**config.mk**
```make
export PLATFORM = sky130hd
export DESIGN_NAME = gpio_ctrl_flat
export DESIGN_NICKNAME = d
export VERILOG_FILES = /design/src/rtl/gpio_ctrl_if.sv /design/src/rtl/gpio_ctrl.sv /design/src/flat_wrapper.sv
export SDC_FILE = /design/constraint.sdc
export NUM_CORES = 1
export LEC_CHECK = 0
export ABC_AREA = 0
export CAP_MARGIN = 30
export CORE_ASPECT_RATIO = 1.1
export CORE_UTILIZATION = 25
export CTS_CLUSTER_SIZE = 40
export DETAILED_ROUTE_END_ITERATION = 7
export GPL_TIMING_DRIVEN = 0
export SLEW_MARGIN = 0
export SYNTH_ARGS = -nofsm -noshare
export SYNTH_HDL_FRONTEND = slang
export SYNTH_SLANG_ARGS = --single-unit
```
**constraint.sdc**
```tcl
create_clock -name clk -period 1.38 [get_ports clk]
set_input_delay 0.276 -clock clk [delete_from_list [all_inputs] [get_ports clk]]
set_output_delay 0.276 -clock clk [all_outputs]
set_load 0.005 [all_outputs]
```
**src/rtl/gpio_ctrl_if.sv**
```systemverilog
// Register-bus bundle between the core's data path and gpio_ctrl.
interface gpio_ctrl_if #(
  parameter int unsigned ADDR_W = 7
);
  logic [ADDR_W-1:0] addr;
  logic [31:0]       wdata;
  logic              we;
  logic              re;
  logic [31:0]       rdata;
  logic              rvalid;

  modport master (output addr, wdata, we, re, input rdata, rvalid);
  modport slave  (input addr, wdata, we, re, output rdata, rvalid);
endinterface

```
**src/rtl/gpio_ctrl.sv**
```systemverilog
// Memory-mapped GPIO: direction/out/mask, synchronised inputs, edge IRQs with W1C status, toggle.
module gpio_ctrl #(
  parameter int unsigned       PIN         = 8,
  parameter int unsigned       ADDR_W      = 7,
  parameter logic [ADDR_W-1:0] BASE        = ADDR_W'(7'h78),
  parameter int unsigned       SYNC_STAGES = 2
) (
  input  logic             clk,
  input  logic             rst_n,
  gpio_ctrl_if.slave       bus,
  input  logic [PIN-1:0]   gpio_in,
  output logic [PIN-1:0]   gpio_out,
  output logic [PIN-1:0]   gpio_oe,
  output logic             irq
);

  localparam logic [2:0] OFS_DIR  = 3'd0;
  localparam logic [2:0] OFS_OUT  = 3'd1;
  localparam logic [2:0] OFS_MASK = 3'd2;
  localparam logic [2:0] OFS_IN   = 3'd3;
  localparam logic [2:0] OFS_RISE = 3'd4;
  localparam logic [2:0] OFS_FALL = 3'd5;
  localparam logic [2:0] OFS_STAT = 3'd6;
  localparam logic [2:0] OFS_TOG  = 3'd7;

  logic [SYNC_STAGES-1:0][PIN-1:0] sync;
  logic [PIN-1:0] in_q, in_d;
  logic [PIN-1:0] dir_q, out_q, mask_q, rise_q, fall_q, stat_q;
  logic [PIN-1:0] dir_n, out_n, mask_n, rise_n, fall_n, stat_n;
  logic [PIN-1:0] wd, detect, rd_val;
  logic           hit, wr;
  logic [2:0]     ofs;

  assign in_q = sync[SYNC_STAGES-1];

  // Upper write-data bits are architecturally ignored when PIN < 32.
  if (PIN < 32) begin : g_wdata_pad
    logic unused_wdata;
    assign unused_wdata = ^bus.wdata[31:PIN];
  end

  // Address decode, register next-state and read mux.
  always_comb begin
    hit    = bus.addr[ADDR_W-1:3] == BASE[ADDR_W-1:3];
    ofs    = bus.addr[2:0];
    wr     = bus.we & hit;
    wd     = bus.wdata[PIN-1:0];
    dir_n  = dir_q;
    out_n  = out_q;
    mask_n = mask_q;
    rise_n = rise_q;
    fall_n = fall_q;
    stat_n = stat_q;
    rd_val = '0;

    if (wr) begin
      case (ofs)
        OFS_DIR:  dir_n  = wd;
        OFS_OUT:  out_n  = wd;
        OFS_MASK: mask_n = wd;
        OFS_RISE: rise_n = wd;
        OFS_FALL: fall_n = wd;
        OFS_STAT: stat_n = stat_q & ~wd;
        OFS_TOG:  out_n  = out_q ^ wd;
        default:  ;
      endcase
    end

    // Edges only count on input-mode pins; a new edge beats a same-cycle clear.
    detect = ~dir_q & ((in_q & ~in_d & rise_q) | (~in_q & in_d & fall_q));
    stat_n = stat_n | detect;

    if (hit) begin
      case (ofs)
        OFS_DIR:  rd_val = dir_q;
        OFS_OUT:  rd_val = out_q;
        OFS_MASK: rd_val = mask_q;
        OFS_IN:   rd_val = in_q;
        OFS_RISE: rd_val = rise_q;
        OFS_FALL: rd_val = fall_q;
        OFS_STAT: rd_val = stat_q;
        default:  rd_val = '0;
      endcase
    end
  end

  // State, registered pad outputs and registered read port.
  always_ff @(posedge clk or negedge rst_n) begin
    if (!rst_n) begin
      sync       <= '0;
      in_d       <= '0;
      dir_q      <= '0;
      out_q      <= '0;
      mask_q     <= '0;
      rise_q     <= '0;
      fall_q     <= '0;
      stat_q     <= '0;
      gpio_out   <= '0;
      gpio_oe    <= '0;
      irq        <= 1'b0;
      bus.rdata  <= '0;
      bus.rvalid <= 1'b0;
    end else begin
      sync       <= {sync[SYNC_STAGES-2:0], gpio_in};
      in_d       <= in_q;
      dir_q      <= dir_n;
      out_q      <= out_n;
      mask_q     <= mask_n;
      rise_q     <= rise_n;
      fall_q     <= fall_n;
      stat_q     <= stat_n;
      gpio_out   <= out_n & mask_n & dir_n;
      gpio_oe    <= dir_n;
      irq        <= |stat_n;
      bus.rvalid <= bus.re;
      if (bus.re) bus.rdata <= 32'(rd_val);
    end
  end

endmodule

```
**src/flat_wrapper.sv**
```systemverilog
// flat-port wrapper written by rule: the top's interface ports become plain ports
module gpio_ctrl_flat 
#(
  parameter int unsigned       PIN         = 8,
  parameter int unsigned       ADDR_W      = 7,
  parameter logic [ADDR_W-1:0] BASE        = ADDR_W'(7'h78),
  parameter int unsigned       SYNC_STAGES = 2
)
  (clk, rst_n, gpio_in, gpio_out, gpio_oe, irq, bus_addr, bus_wdata, bus_we, bus_re, bus_rdata, bus_rvalid);
  gpio_ctrl_if #(.ADDR_W(ADDR_W)) bus_i ();
  input  logic clk;
  input  logic rst_n;
  input  logic [PIN-1:0] gpio_in;
  output logic [PIN-1:0] gpio_out;
  output logic [PIN-1:0] gpio_oe;
  output logic irq;
  input wire logic [$bits(bus_i.addr)-1:0] bus_addr;
  input wire logic [$bits(bus_i.wdata)-1:0] bus_wdata;
  input wire logic [$bits(bus_i.we)-1:0] bus_we;
  input wire logic [$bits(bus_i.re)-1:0] bus_re;
  output wire logic [$bits(bus_i.rdata)-1:0] bus_rdata;
  output wire logic [$bits(bus_i.rvalid)-1:0] bus_rvalid;
  assign bus_i.addr = bus_addr;
  assign bus_i.wdata = bus_wdata;
  assign bus_i.we = bus_we;
  assign bus_i.re = bus_re;
  assign bus_rdata = bus_i.rdata;
  assign bus_rvalid = bus_i.rvalid;
  gpio_ctrl #(.PIN(PIN), .ADDR_W(ADDR_W), .BASE(BASE), .SYNC_STAGES(SYNC_STAGES)) u_core (.clk(clk), .rst_n(rst_n), .bus(bus_i), .gpio_in(gpio_in), .gpio_out(gpio_out), .gpio_oe(gpio_oe), .irq(irq));
endmodule
```
==> metrics list, run 1 <==
- Post-DRT Antenna Nets: 0
* Worst hold path class: flop to flop
* Clock latency at the later pin of the worst-skew pair: 350 ps
- For this run, the register share of the synthesized area comes to 0.501.
- In the global route stage, overall resource usage came out at 0.147.
- Top achievable clock speed: 0.710 GHz
- Total negative slack: -75.6 ps
- The final reports fail on setup timing.
* CTS H-tree depth: 3
- Clock skew on the completed layout was measured at 7.37 ps.
- List of most frequent post-synthesis cells: sky130_fd_sc_hd__dfrtp_1, sky130_fd_sc_hd__buf_4, sky130_fd_sc_hd__mux2_2, sky130_fd_sc_hd__nor4_1, sky130_fd_sc_hd__a31oi_1
- Number of placed instances, taps included: 682
* Outcome: complete, but fails checks
- Count of endpoints failing setup in the final report: 6
- Summed over all cells, the static leakage comes to 2.82 nW.
- In this design, the largest share of critical-path delay is due to simple AND/OR/NAND/NOR gates.
* Residual overflow from global routing: 0
* Starting DRC count in detailed routing: 336
- The finished cells cover 6450 µm².
- Setup repair after global routing could not meet its margin everywhere.
- Clock Pin Slew Worst Setup and Hold Paths: 70 ps
* DRT Pass-1 Iters: 6
* Number of global-route vias before repair: around 3600
* Gpl congestion: 0.850
* Fraction of final layout cells sized beyond drive strength 1: 0.401
* Growth of design area from synthesis to finish: 43.5%
* Die Ht: 143 µm
- Final number of max-transition violations: 0
- Area leader, netlist: sky130_fd_sc_hd__dfrtp_1
- Clock tree root driver cell: sky130_fd_sc_hd__clkbuf_16
* Count of buffering cells on the critical path with inverters included: 3
* Startpoint type of the worst setup path: primary input
- At the end of the flow, the number of nets in the layout was 550.
- TritonCTS Sinks: 90
- The completed layout was analyzed and its total power is about 6.5 mW.
- Cell types with the largest area share after synthesis: sky130_fd_sc_hd__dfrtp_1, sky130_fd_sc_hd__mux2_2, sky130_fd_sc_hd__buf_4
- Post-synthesis register bit count: 90
* Area of the die: approximately 19000 µm²
- After detailed routing, the number of vias per cell comes to between 4 and 5.
- VDD sags by at most 662 µV.
- In the finished design, the share of the clock period the worst path needs comes to 1.02.
* Filler Cell Count: ~1700
- TritonCTS built the clock tree.
- The longest clock path from root to sink contains 2 buffers.
- For this run, the leading register cell type out of synthesis is sky130_fd_sc_hd__dfrtp_1.
- Final Worst Setup Slack: -27.8 ps
* Inserted Diodes: 0
- Area of combinational cells with multiple inputs: roughly 2200 µm²
- Counting the buffers created by CTS gives 9.
- Clock period minus final worst setup slack: 1410 ps
- For this design the ratio of total power to cell area is 1000 nW/µm².
- After synthesis, the share of flip-flops with an asynchronous set or reset is 1.00.
* Count of max-cap constraint violations: 0
- The number of hold-slack violations in the final timing report was 0.
* Largest net degree at the start of global routing: 62
* Average instance area after synthesis: around 12 µm²
* WP data required: 1580 ps
* Buffers on Ports: between 40 and 50
- Walking the worst path, the cells encountered are buf_2 > buf_6 > and4b_1 > buf_6 > nand3_4 > a2111oi_4 > nand4_1.
* Most used cell along the critical path: sky130_fd_sc_hd__buf_6
- In the routed design, unresolved DRC markers number 0.
- The mapped netlist covers 4500 µm².
- Detailed placement finished with a half-perimeter wire length of 8.39 mm.
- Number of synthesized flops with an enable pin: 0
* Wire length of the first global-routing pass: around 20 mm
* Via Count: 3601
* Largest driver fanout on the critical path: 8
- Dividing the detail-routed wire length by the instance count gives 17.3 µm.
- In the post-synthesis netlist, the cell with the most instances is sky130_fd_sc_hd__dfrtp_1.
* IO Pins: between 100 and 150
* Fraction of synthesized cell area taken by the top area cell type: 0.501
* Distinct cell type count after synthesis: 32
* Horizontal extent of the die: 130 µm
- Initial antenna violation count: 0
- The Yosys step of the flow raised 0 warnings.
* Final routed wirelength across all metal layers: 12.9 mm
* Post-Layout Cell Count: 742
* CP max-delay cell: sky130_fd_sc_hd__a2111oi_4
- Core region area: 17700 µm²
- Sort of element at the end of the critical path: flop
* Combined flip-flop and latch cell area: 2250 µm²
- Slowest stage delay, CP: about 420 ps
* Initial core utilization: 0.254
- Hold is met by 348 ps.
- After floorplanning, the core was divided into between 50 and 60 placement rows.
- After technology mapping, the gate count stands at 376.
- Arrival time at the worst endpoint: roughly 1600 ps
* CP Class: primary input to flop
* Total cell area at the placement stage: between 5000 and 6000 µm²
[logic make-up after synthesis]
group | after synthesis | synth area share
multiplexers | 56 | 0.163
other | 1 | 0.000834
AND/OR/NAND/NOR | 95 | 0.150
AO/OA/AOI/OAI | 60 | 0.0891
buffers and inverters | 74 | 0.0963
flip-flops | 90 | 0.501
[cell usage in the layout (no fill, tap or decap), drive strengths merged, types with 2 or more instances in the layout]
cell,netlist,layout
o2bb2ai,8,8
nor4,26,26
or4,2,2
nand4,10,10
a31oi,20,20
o22ai,16,16
mux2i,16,16
inv,14,15
dfrtp,90,90
nor2,9,9
nand3,6,6
nand2b,2,2
conb,1,24
clkdlybuf4s50,0,9
nand3b,16,16
nor3b,8,8
clkinvlp,0,2
buf,51,105
a2111oi,4,4
or3,8,8
clkbuf,9,19
mux4,8,8
a21o,4,4
mux2,32,32
a21oi,8,8
or2,4,4
dlygate4sd2,0,26
and4,2,2
[registers in the layout, summed over array words and instances, names as in the netlist]
register           cells
u_core.irq             1
u_core.bus.rvalid      1
u_core.gpio_out        8
u_core.stat_q          8
u_core.rise_q          8
u_core.out_q           8
u_core.gpio_oe         8
u_core.sync            8
u_core.fall_q          8
u_core.bus.rdata       8
u_core.in_d            8
u_core.in_q            8
u_core.mask_q          8
[worst register-to-register path, stage by stage (launching register included)]
cell	delay (ps)
sky130_fd_sc_hd__dfrtp_1	400
sky130_fd_sc_hd__buf_6	130
sky130_fd_sc_hd__mux4_2	460
sky130_fd_sc_hd__mux2i_2	200
sky130_fd_sc_hd__o22ai_1	100
[stage by stage]
step | setup WS, ps | util
2_1_floorplan | -187 | -
3_3_place_gp | -3250 | 0.308
3_5_place_dp | -1120 | 0.310
4_1_cts | -35.3 | 0.357
5_1_grt | -72.8 | 0.365
6_report | -27.8 | 0.365
[final timing paths]
check,start,endpoint,slack [ps],cells past startpoint
worst max-delay path,bus_addr[1],u_core.irq,-30,7
worst min register to register,u_core.sync[3],u_core.in_q[3],350,0
worst min-delay path,u_core.sync[3],u_core.in_q[3],350,0
min in group asynchronous,rst_n,u_core.in_d[0],410,2
max in group asynchronous,rst_n,u_core.sync[1],330,3
worst max register to register,u_core.gpio_oe[2],u_core.bus.rdata[2],-20,4
[final cells by class]
type                            instances  area share
Buffer                                 59      0.0781
Clock buffer                           11      0.0376
Clock inverter                          5     0.00970
Inverter                               14     0.00814
Multi-Input combinational cell        235       0.335
Sequential cell                        90       0.349
Tap cell                              238      0.0462
Timing Repair Buffer                   90       0.136
[what timing repair did]
item                                    CTS  global route
hold buffers                              1             0
pin swaps                                20             6
resized for setup                       108            13
endpoints found under the hold margin    29             0
endpoints found under the setup margin   90            28
cloned                                    4             0
setup buffers                            30            10
[metal layers]
layer  GRT usage  routed length [µm]  vias to the layer above
li1            -                   -                     1612
met1       0.192                5590                     1798
met2       0.232                6060                      156
met3      0.0303                 811                       35
met4      0.0649                 415                        0
met5           0                   0                        -
[report_power, final]
part	total, mW	internal, mW	switching, mW
sequential	2.98	2.82	0.166
combinational	0.979	0.529	0.451
clock	2.52	1.46	1.06
Power figures use the tool's default switching activity.
==> inputs of run 2 (changes only) <==
ABC_AREA = 1   (was 0)
ABC_CLOCK_PERIOD_IN_PS = 1380   (was unset)
==> metrics list, run 2 <==
- The top cell type's share of synthesized area came to 0.545 (was 0.501).
* Count of endpoints failing setup in the final report: 0 (was 6)
- Combinational family with the most area after synthesis: simple AND/OR/NAND/NOR gates (was multiplexers)
- The number of cell rows was 48 (was 51).
- The share of async-settable or async-resettable flops after synthesis is 1.00 (unchanged).
* WP data required: 1100 ps (was 1580 ps)
* Count of max-cap constraint violations: 0 (unchanged)
* Sort of element at the end of the critical path: output port (was flop)
- Cells along the critical path: dlygate4sd2_1 (was buf_2 > buf_6 > and4b_1 > buf_6 > nand3_4 > a2111oi_4 > nand4_1)
- Core region area: 15900 µm² (was 17700 µm²)
- The share of final-layout standard cells stronger than drive strength 1 came to 0.228 (was 0.401).
- Post-DRT Antenna Nets: 0 (unchanged)
* Buffers on Ports: 52 (was 44)
- The Yosys warning count was 0 (unchanged).
- The number of flops mapped to enable cells by yosys was 0 (unchanged).
- Final core utilization: 0.367 (was 0.365)
* Cell types with the largest area share after synthesis: sky130_fd_sc_hd__dfrtp_1, sky130_fd_sc_hd__nand2_1, sky130_fd_sc_hd__inv_1 (was sky130_fd_sc_hd__dfrtp_1, sky130_fd_sc_hd__mux2_2, sky130_fd_sc_hd__buf_4)
* Count of buffering cells on the critical path with inverters included: 1 (was 3)
- The cell leakage power was 2.86 nW (was 2.82 nW).
* Crit path max-delay family: flip-flops (was simple AND/OR/NAND/NOR gates)
- The master cell of the clock root buffer is sky130_fd_sc_hd__clkbuf_16 (unchanged).
* Count of nets after finishing: 673 (was 550)
- The kind of launch point of the worst setup path was a flop (was primary input).
- Final number of max-transition violations: 0 (unchanged)
- Power density of the placed cells: 1090 nW/µm² (was 1000 nW/µm²)
- Average instance area after synthesis: 8.41 µm² (was 12.0 µm²)
* Basic-gate share of the synthesized area counting and, or, nand and nor cells: 0.213 (was 0.150)
- The shortest period the worst path allows is 1340 ps (was 1410 ps).
* Gpl congestion: 0.845 (was 0.850)
- Synth Area in Compound Gates: 0.115 (was 0.0891)
* Residual overflow from global routing: 0 (unchanged)
- The maximum level of the CTS H-tree is 3 (unchanged).
- TritonCTS Sinks: 90 (unchanged)
- The final HPWL from detailed placement was 7.86 mm (was 8.39 mm).
* CP max-delay cell: sky130_fd_sc_hd__dfrtp_1 (was sky130_fd_sc_hd__a2111oi_4)
- Final routed DRC violation total: 0 (unchanged)
* Die Ht: 137 µm (was 143 µm)
- Distinct cell type count after synthesis: 29 (was 32)
- Wire length of the first global-routing pass: 18.5 mm (was 20.4 mm)
- The arithmetic-cell share of the synthesized area counting full adders, half adders and majority gates came to 0 (unchanged).
- Clock latency at the later pin of the worst-skew pair: 340 ps (was 350 ps)
* Arrival time at the worst endpoint: 1060 ps (was 1610 ps)
- IO Pins: 101 (unchanged)
* Via Count: 3614 (was 3601)
- Most used standard cell by instance count after synthesis: sky130_fd_sc_hd__nand2_1 (was sky130_fd_sc_hd__dfrtp_1)
- Multiplexer share of the synthesized area: 0 (was 0.163)
- The die area is 17000 µm² (was 18500 µm²).
* Worst hold path class: primary input to flop (was flop to flop)
- Outcome: finished clean (was complete, but fails checks).
- Commonest register cell after synthesis: sky130_fd_sc_hd__dfrtp_1 (unchanged)
- The maximum clock skew at final layout was 8.11 ps (was 7.37 ps).
* Worst ir drop on vdd: 626 µV (was 662 µV)
- Cells after synthesis: 491 (was 376)
- The wire length per cell is 14.3 µm (was 17.3 µm).
* Clock Pin Slew Worst Setup and Hold Paths: 60 ps (was 70 ps)
- Xor/xnor share of the synthesized area: 0 (unchanged)
* Area of the mapped netlist: 4130 µm² (was 4500 µm²)
- Final Hold Vio Count: 0 (unchanged)
- Clock tree from TritonCTS: yes (unchanged)
- Commonest non-fill, non-tap cells in the layout: sky130_fd_sc_hd__nand2_1, sky130_fd_sc_hd__dfrtp_1, sky130_fd_sc_hd__inv_1, sky130_fd_sc_hd__buf_4, sky130_fd_sc_hd__nor2_1 (was sky130_fd_sc_hd__dfrtp_1, sky130_fd_sc_hd__buf_4, sky130_fd_sc_hd__buf_6, sky130_fd_sc_hd__dlygate4sd2_1, sky130_fd_sc_hd__conb_1)
* Post-Layout Cell Count: 824 (was 742)
- Per-cell via count in the routed design: 4.39 (was 4.85)
- The post-synthesis to final-layout area growth is 41.3% (was 43.5%).
- The largest incremental delay on the critical path came to 430 ps (was 420 ps).
* Post-synthesis register bit count: 90 (unchanged)
* Sequential share of the synthesized area: 0.545 (was 0.501)
* List of most frequent post-synthesis cells: sky130_fd_sc_hd__nand2_1, sky130_fd_sc_hd__dfrtp_1, sky130_fd_sc_hd__inv_1 (was sky130_fd_sc_hd__dfrtp_1, sky130_fd_sc_hd__buf_4, sky130_fd_sc_hd__mux2_2, sky130_fd_sc_hd__nor4_1, sky130_fd_sc_hd__a31oi_1)
- Most common cell after layout, fill and taps aside: sky130_fd_sc_hd__nand2_1 (was sky130_fd_sc_hd__dfrtp_1)
* Final non-filler cell area: 5840 µm² (was 6450 µm²)
- The initial antenna violation count came to 0 (unchanged).
- Starting DRC count in detailed routing: 294 (was 336)
- The via count of the first global-routing pass came to 3505 (was 3579).
- The pin count of the biggest net entering global routing was 56 (was 62).
- Final critical-path share of the clock period: 0.968 (was 1.02)
- Horizontal extent of the die: 125 µm (was 130 µm)
- DRT Pass-1 Iters: 4 (was 6)
* Initial core utilization: 0.260 (was 0.254)
- The total wirelength of the detailed-routed design came to 11.8 mm (was 12.9 mm).
* Top achievable clock speed: 0.749 GHz (was 0.710 GHz)
- The number of placed instances, taps included is 767 (was 682).
- Overall Global Routing Usage: 0.143 (was 0.147)
* RSZ-0062 raised after global routing: false (was true)
* Largest driver fanout on the critical path: 3 (was 8)
- The total clock buffers created by CTS is 9 (unchanged).
- The leading area contributor after synthesis is sky130_fd_sc_hd__dfrtp_1 (unchanged).
- Maximum root-to-sink buffer count: 2 (unchanged)
- The post-detailed-placement cell area is 5020 µm² (was 5470 µm²).
- The class of the most critical setup path is flop to output port (was primary input to flop).
* Inserted Diodes: 0 (unchanged)
-- run 2: cell types whose count changed in the layout (fill, tap and decap cells not counted), moves of 16 or more --
cell	delta
sky130_fd_sc_hd__buf_6	-18
sky130_fd_sc_hd__a31oi_1	-17
sky130_fd_sc_hd__nor2_1	+42
sky130_fd_sc_hd__o21ai_0	+21
sky130_fd_sc_hd__nand2_1	+112
sky130_fd_sc_hd__nor4_1	-16
sky130_fd_sc_hd__mux2_4	-19
sky130_fd_sc_hd__o21ai_1	+18
sky130_fd_sc_hd__nand3b_1	-16
sky130_fd_sc_hd__inv_1	+52
-- run 2: stage by stage --
step	power (mW)	hold slack [ps]	setup slack (ps)	setup TNS, ps
floorplan	3.36	-19.6	6.98	0
global placement	3.73	332	-3380	-356500
detailed placement	3.75	277	-1170	-53800
CTS	6.37	348	1.96	0
global route	6.62	320	3.19	0
finish	6.35	297	44.6	0
-- run 2: final timing paths --
check                             startpoint                  end  slack, ps  cells past startpoint
setup / recovery           u_core.gpio_oe[3]           gpio_oe[3]         40                      1
hold / removal                  bus_wdata[1]    u_core.gpio_oe[1]        300                      3
setup reg to reg           u_core.gpio_oe[7]  u_core.bus.rdata[7]         80                      7
hold reg to reg               u_core.sync[4]       u_core.in_q[4]        350                      0
max in group asynchronous              rst_n     u_core.mask_q[0]        310                      3
min in group asynchronous              rst_n       u_core.sync[5]        440                      2
-- run 2: worst reg2reg max path, stage by stage (launching register included) --
cell                      delay [ps]
sky130_fd_sc_hd__dfrtp_2         410
sky130_fd_sc_hd__buf_4           150
sky130_fd_sc_hd__inv_1            90
sky130_fd_sc_hd__o22ai_1          90
sky130_fd_sc_hd__nor2_1          150
sky130_fd_sc_hd__nand2_1         160
sky130_fd_sc_hd__nand2_1         100
sky130_fd_sc_hd__nand2_1          50
-- run 2: logic make-up (layout without fill, tap and decap cells) --
group           Yosys count  count (layout)
buf+inv                 109             219
other cells               1              24
simple gates            208             208
compound gates           83              83
flops                    90              90
-- run 2: routing by layer --
metal	vias up	track usage	wire (µm)
li1	1768	-	-
met1	1667	0.183	5200
met2	150	0.223	5350
met3	29	0.0410	827
met4	0	0.0683	418
met5	-	0	0
-- run 2: where the power goes --
group | switching [mW] | total, mW | internal, mW
sequential | 0.109 | 2.93 | 2.82
clock | 0.973 | 2.52 | 1.55
combinational | 0.513 | 0.897 | 0.384
-- run 2: cell type report --
| cell class | count | area (µm²) |
|---|---|---|
| well taps | 200 | 250 |
| inverters | 75 | 295 |
| multi-input cells | 315 | 1570 |
| repair buffers | 99 | 910 |
| plain buffers | 32 | 263 |
| clock buffers | 9 | 225 |
| flip-flops and latches | 90 | 2250 |
| clock inverters | 4 | 70.1 |
| fillers | 1619 | 10100 |
-- run 2: timing repair --
action / in CTS / in global routing
resized for setup: 101 / 19
setup endpoints to repair: 91 / 21
cloned: 3 / 0
setup buffers: 30 / 12
hold buffers: 1 / 0
hold endpoints to repair: 35 / 0
pin swaps: 20 / 11
